--- config.mk ---
export PLATFORM = sky130hd
export DESIGN_NAME = pi_byte_rx_ctrl
export DESIGN_NICKNAME = d
export VERILOG_FILES = /design/src/rtl/pi_link_pkg.sv /design/src/rtl/byte_fifo.sv /design/src/rtl/pi_byte_rx_ctrl.sv
export SDC_FILE = /design/constraint.sdc
export NUM_CORES = 1
export LEC_CHECK = 0
export ABC_CLOCK_PERIOD_IN_PS = 3000
export CAP_MARGIN = 20
export CELL_PAD_IN_SITES_DETAIL_PLACEMENT = 1
export CELL_PAD_IN_SITES_GLOBAL_PLACEMENT = 1
export CORE_ASPECT_RATIO = 2
export CORE_MARGIN = 5
export CORE_UTILIZATION = 40
export CTS_BUF_LIST = sky130_fd_sc_hd__clkbuf_2 sky130_fd_sc_hd__clkbuf_4 sky130_fd_sc_hd__clkbuf_8
export DETAILED_ROUTE_END_ITERATION = 10
export PLACE_DENSITY_LB_ADDON = 0.15
export SETUP_SLACK_MARGIN = 0.4
export SYNTH_ARGS = -nofsm -noshare
export SYNTH_HDL_FRONTEND = slang
export SYNTH_SLANG_ARGS = --single-unit
--- constraint.sdc ---
create_clock -name clk -period 3 [get_ports clk]
set_input_delay 0.6 -clock clk [delete_from_list [all_inputs] [get_ports clk]]
set_output_delay 0.6 -clock clk [all_outputs]
set_load 0.01 [all_outputs]
--- src/rtl/pi_link_pkg.sv ---
// Shared types and sizing for the Raspberry Pi -> FPGA parallel byte link.
package pi_link_pkg;

  typedef enum logic [1:0] {
    IDLE     = 2'd0,
    WAIT_LOW = 2'd1,
    ERR      = 2'd2
  } rx_state_e;

  localparam int PI_BYTE_W          = 8;
  localparam int BYTE_CNT_W         = 16;
  localparam int DEF_FIFO_DEPTH     = 8;
  localparam int DEF_TIMEOUT_CYCLES = 1000000;

endpackage

--- src/rtl/byte_fifo.sv ---
// First-word-fall-through FIFO with synchronous reset; head entry is visible
// on pop_data whenever count is non-zero.
module byte_fifo #(
  parameter int WIDTH = 8,
  parameter int DEPTH = 8
) (
  input  logic                       clk,
  input  logic                       reset,
  input  logic                       push,
  input  logic [WIDTH-1:0]           push_data,
  input  logic                       pop,
  output logic [WIDTH-1:0]           pop_data,
  output logic                       full,
  output logic                       empty,
  output logic [$clog2(DEPTH):0]     count
);

  localparam int PTR_W = $clog2(DEPTH);
  localparam int CNT_W = PTR_W + 1;

  logic [WIDTH-1:0] mem_r [DEPTH];
  logic [PTR_W-1:0] wr_ptr_r;
  logic [PTR_W-1:0] rd_ptr_r;
  logic [CNT_W-1:0] count_r;
  logic             push_s;
  logic             pop_s;

  // Full/empty come from the pre-edge count, so a pop never frees a slot for a same-cycle push.
  assign full     = (count_r == CNT_W'(DEPTH));
  assign empty    = (count_r == {CNT_W{1'b0}});
  assign push_s   = push && !full;
  assign pop_s    = pop && !empty;
  assign pop_data = mem_r[rd_ptr_r];
  assign count    = count_r;

  // Storage array write port.
  always_ff @(posedge clk) begin
    if (push_s) begin
      mem_r[wr_ptr_r] <= push_data;
    end
  end

  // Pointer and occupancy bookkeeping; pointers wrap at the power-of-two depth.
  always_ff @(posedge clk) begin
    if (reset) begin
      wr_ptr_r <= {PTR_W{1'b0}};
      rd_ptr_r <= {PTR_W{1'b0}};
      count_r  <= {CNT_W{1'b0}};
    end else begin
      if (push_s) begin
        wr_ptr_r <= wr_ptr_r + PTR_W'(1);
      end
      if (pop_s) begin
        rd_ptr_r <= rd_ptr_r + PTR_W'(1);
      end
      case ({push_s, pop_s})
        2'b10:   count_r <= count_r + CNT_W'(1);
        2'b01:   count_r <= count_r - CNT_W'(1);
        default: count_r <= count_r;
      endcase
    end
  end

endmodule

--- src/rtl/pi_byte_rx_ctrl.sv ---
// Receive controller for the Pi parallel byte link: four-phase handshake,
// FIFO buffering with backpressure, handshake timeout and byte counting.
module pi_byte_rx_ctrl
  import pi_link_pkg::*;
#(
  parameter int FIFO_DEPTH     = DEF_FIFO_DEPTH,
  parameter int TIMEOUT_CYCLES = DEF_TIMEOUT_CYCLES
) (
  input  logic                  clk,
  input  logic                  reset,
  input  logic                  pi_hsk_raw,
  input  logic [PI_BYTE_W-1:0]  PMOD,
  output logic                  fpga_hsk,
  output logic [PI_BYTE_W-1:0]  out_data,
  output logic                  out_valid,
  input  logic                  out_ready,
  input  logic                  err_clr,
  output logic                  timeout_err,
  output logic [BYTE_CNT_W-1:0] byte_count
);

  localparam int FIFO_CNT_W = $clog2(FIFO_DEPTH) + 1;
  localparam int TMO_W      = $clog2(TIMEOUT_CYCLES);
  localparam logic [TMO_W-1:0] TMO_LAST = TMO_W'(TIMEOUT_CYCLES - 1);

  rx_state_e             state_r;
  logic                  sync1_r;
  logic                  sync2_r;
  logic                  pi_hsk_s;
  logic                  fpga_hsk_r;
  logic                  timeout_err_r;
  logic [BYTE_CNT_W-1:0] byte_count_r;
  logic [TMO_W-1:0]      tmo_cnt_r;
  logic                  push_s;
  logic                  pop_s;
  logic                  fifo_full_s;
  logic                  fifo_empty_s;
  logic [FIFO_CNT_W-1:0] fifo_count_s;

  // Two-flop synchronizer for the asynchronous Pi request.
  always_ff @(posedge clk) begin
    if (reset) begin
      sync1_r <= 1'b0;
      sync2_r <= 1'b0;
    end else begin
      sync1_r <= pi_hsk_raw;
      sync2_r <= sync1_r;
    end
  end

  assign pi_hsk_s = sync2_r;
  // PMOD is sampled unsynchronized here; the Pi holds it stable until fpga_hsk rises.
  assign push_s   = (state_r == IDLE) && pi_hsk_s && !fifo_full_s;
  assign pop_s    = out_ready && !fifo_empty_s;

  // Handshake FSM with timeout counter, sticky error flag and accepted-byte counter.
  always_ff @(posedge clk) begin
    if (reset) begin
      state_r       <= IDLE;
      fpga_hsk_r    <= 1'b0;
      timeout_err_r <= 1'b0;
      byte_count_r  <= {BYTE_CNT_W{1'b0}};
      tmo_cnt_r     <= {TMO_W{1'b0}};
    end else begin
      // Cleared first so a timeout on the same edge overrides the clear.
      if (err_clr) begin
        timeout_err_r <= 1'b0;
      end
      case (state_r)
        IDLE: begin
          if (push_s) begin
            fpga_hsk_r   <= 1'b1;
            byte_count_r <= byte_count_r + 16'd1;
            tmo_cnt_r    <= {TMO_W{1'b0}};
            state_r      <= WAIT_LOW;
          end
        end
        WAIT_LOW: begin
          if (!pi_hsk_s) begin
            fpga_hsk_r <= 1'b0;
            state_r    <= IDLE;
          end else if (tmo_cnt_r == TMO_LAST) begin
            fpga_hsk_r    <= 1'b0;
            timeout_err_r <= 1'b1;
            state_r       <= ERR;
          end else begin
            tmo_cnt_r <= tmo_cnt_r + TMO_W'(1);
          end
        end
        ERR: begin
          if (!pi_hsk_s) begin
            state_r <= IDLE;
          end
        end
        default: begin
          fpga_hsk_r <= 1'b0;
          state_r    <= IDLE;
        end
      endcase
    end
  end

  byte_fifo #(
    .WIDTH (PI_BYTE_W),
    .DEPTH (FIFO_DEPTH)
  ) u_fifo (
    .clk       (clk),
    .reset     (reset),
    .push      (push_s),
    .push_data (PMOD),
    .pop       (pop_s),
    .pop_data  (out_data),
    .full      (fifo_full_s),
    .empty     (fifo_empty_s),
    .count     (fifo_count_s)
  );

  assign out_valid   = (fifo_count_s != {FIFO_CNT_W{1'b0}});
  assign fpga_hsk    = fpga_hsk_r;
  assign timeout_err = timeout_err_r;
  assign byte_count  = byte_count_r;

endmodule

==> flow_summary.toml <==
[floorplanning]
die-area_um2 = 15600
core_um2 = 12900
rows = 59
ios = 40
start_util_pct = 40.4
dieHeight_um = 171
die_x_um = 90.7

[drt]
drc_errors = 0
dr.max_layer_used = "met4"
wl_per_cell_um = 20.1
wl_met1_mm = 4.59
route.met2.wl_mm = 7.52
drt-vias-per-instance = 5.63
route.met3.wl_um = 316
drt_wl_total_mm = 12.8
vias = 3588
ant_nets = 0
dr.pass1.iters = 4
first_iter_violations = 119

[hold_path]
holdCritPathClass = "flip-flop to flip-flop"
holdPathStages = 1

[finish]
nets = 492
n_fill_cell = 1331
drive_above_1_share_pct = 21.4
final_common_cell = "edfxtp_1"
area_growth_pct = 20.2
final_cell_mix = "edfxtp_1 (64), dfxtp_1 (53), nand2_1 (36)"
diodes = 0

[clock_tree]
cts_made_buffers = 17
cts.sink_count = 119
ctsHoldBuffers = 0
root_buffer = "clkbuf_8"
cts_buffer_depth = 2
htree_levels = 4
cts_tree = "done"
clk_latency_ns = 0.43
path_clk_slew_ns = 0.08

[place]
place.gp.congestion = 0.779
detailedPlace.worstSlack_ns = 0.377
dpl.hpwl_mm = 9.05
io_buffers = 39

[logic_synthesis]
ys_warn_count = 0
synth_top_area_share_pct = 36.9
syn_nets = 440
ys_types = 56
synth_area_leaders = "edfxtp_1 (37%), dfxtp_1 (21%), mux4_2 (6.9%)"
yosysSeqAreaShare_pct = 58.0
synth.cell_area_um2 = 5220
synth_area_per_cell_um2 = 12.4
netlist_instances = 420
synth-main-ff-cell = "edfxtp_1"
async_reset_ff_share_pct = 0
synth_edf_count = 64
synth_seq_cells = 119
yosysTopAreaCell = "edfxtp_1"

[sta]
skew_ns = 0.0136
finalCriticalPeriod_ns = 2.50
layout_setup_ws_ns = 0.502
setup_viol = 0
rsz0062_at_grt = "yes"
report.final.slew_viol_count = 0
relSlewSlack_pct = 44.5
timing.fmax_mhz = 400
tns_ns = 0
finalCritPeriodShare_pct = 83.3
tightest_slew_ns = 0.833
hold_viol = 0

[worst_setup_path]
path_cells = "buf_12 > mux4_2 > mux2_2 > buf_2"
cp-start-kind = "flip-flop"
crit_path_end_kind = "output port"
cp_slowest_stage_delay_ns = 0.51
worst_path_max_delay_cell = "mux4_2"
path_depth = 4
rr_worst_depth = 10
critical_path_required_ns = 2.40
crit_family = "multiplexers"
criticalPathCategory = "flip-flop to output port"
cp_max_fo = 8
path_buf_inv = 2
r2r_setup_slack_ns = 0.51
cp_data_arrival_time_ns = 1.90

[pwr]
peakVddDrop_mv = 0.437
p_per_area_nw_per_um2 = 639
cellLeakagePower_uw = 0.00202

[global_route]
grt_util_all_layers_pct = 17.6
grt_pass1_wl_mm = 21.3
antenna_found_initial = 0
grt_pass1_vias = 4001
grt_start_max_net_pins = 34
grt_overflow = 0

[job]
cap_violations = 0

[run_status]
status = "finished, final reports clean"
-- metrics by stage --
| step | total power [uW] | cell area [um^2] | cells | utilization, % | hold WS (ns) |
|---|---|---|---|---|---|
| floorplan | 2170 | 5220 | 420 | - | 0.414 |
| global placement | 2340 | 5800 | 603 | 44.9 | 0.425 |
| detailed placement | 2360 | 5800 | 603 | 44.9 | 0.427 |
| CTS | 4060 | 6270 | 637 | 48.5 | 0.448 |
| global route | 4180 | 6270 | 637 | 48.5 | 0.465 |
| finish | 4010 | 6270 | 637 | 48.5 | 0.442 |
-- per-layer routing --
| layer | track usage, % | up-vias |
|---|---|---|
| li1 | - | 1691 |
| met3 | 3.76 | 28 |
| met5 | 0 | - |
| met4 | 7.58 | 0 |
| met2 | 34.5 | 62 |
| met1 | 17.4 | 1807 |
-- final cells by class --
type	instances	area (um^2)	area share, %
flip-flops and latches	119	3030	48.3
inverters	10	42.5	0.679
repair buffers	55	498	7.94
clock inverters	14	219	3.49
well taps	152	190	3.03
multi-input cells	269	2050	32.7
clock buffers	18	241	3.85
-- worst register-to-register path, cell delays in order, from the launching register on --
cell and delay [ns]:
dfxtp_2 0.36, or4b_4 0.58, and2_4 0.19, inv_6 0.06, ha_2 0.22, xor2_1 0.16
ha_1 0.17, a21oi_1 0.05, xor2_1 0.16, or3_1 0.33, a21oi_2 0.15
-- registers in the layout, summed over array words and instances (netlist names), named ones only --
name,count
fpga_hsk,1
byte_count,16
u_fifo.wr_ptr_r,3
state_r,2
u_fifo.rd_ptr_r,3
u_fifo.count,4
timeout_err,1
u_fifo.mem_r,64
pi_hsk_s,1
sync1_r,1
tmo_cnt_r,20
-- report_power, final --
group / internal, uW / switching [uW] / total [uW]
sequential: 1760 / 49.4 / 1810
combinational: 261 / 252 / 514
clock: 1010 / 678 / 1690
total: 3030 / 980 / 4010
-- synth_stat cells (all sizes together) (3+ instances only) --
master / n
ha: 7
a21oi: 23
and3: 7
nand3: 17
nor3b: 4
nand4: 7
mux4: 16
and4: 3
nor3: 14
nand2b: 4
nor2: 32
o21ai: 15
nor4b: 3
a32o: 3
nand2: 37
nor2b: 4
xor2: 8
or3: 4
dfxtp: 55
mux2: 8
xnor2: 13
a311oi: 8
inv: 10
a31oi: 4
clkbuf: 12
nor4: 5
buf: 10
edfxtp: 64
-- path summary, 6_finish.rpt --
| path | start | end |
|---|---|---|
| worst max-delay path | flip-flop | out_data[2] |
| worst min-delay path | sync1_r | pi_hsk_s |
| worst max register to register | u_fifo.count[0] | u_fifo.count[2] |
| worst min register to register | sync1_r | pi_hsk_s |
-- kinds of logic after synthesis --
family	Yosys count	share of synthesized area (%)
xor+xnor	21	3.53
buf+inv	32	3.09
compound gates	67	9.72
fa+ha+maj	7	1.68
flops	119	58.0
mux	25	8.83
simple gates	149	15.2
-- timing repair --
| action | CTS | global route |
|---|---|---|
| gates resized for setup | 35 | 3 |
| buffers inserted | 1 | 0 |
| cloned | 1 | 0 |
| endpoints found under the setup margin | 9 | 2 |
(Power assumes the default switching activity.)
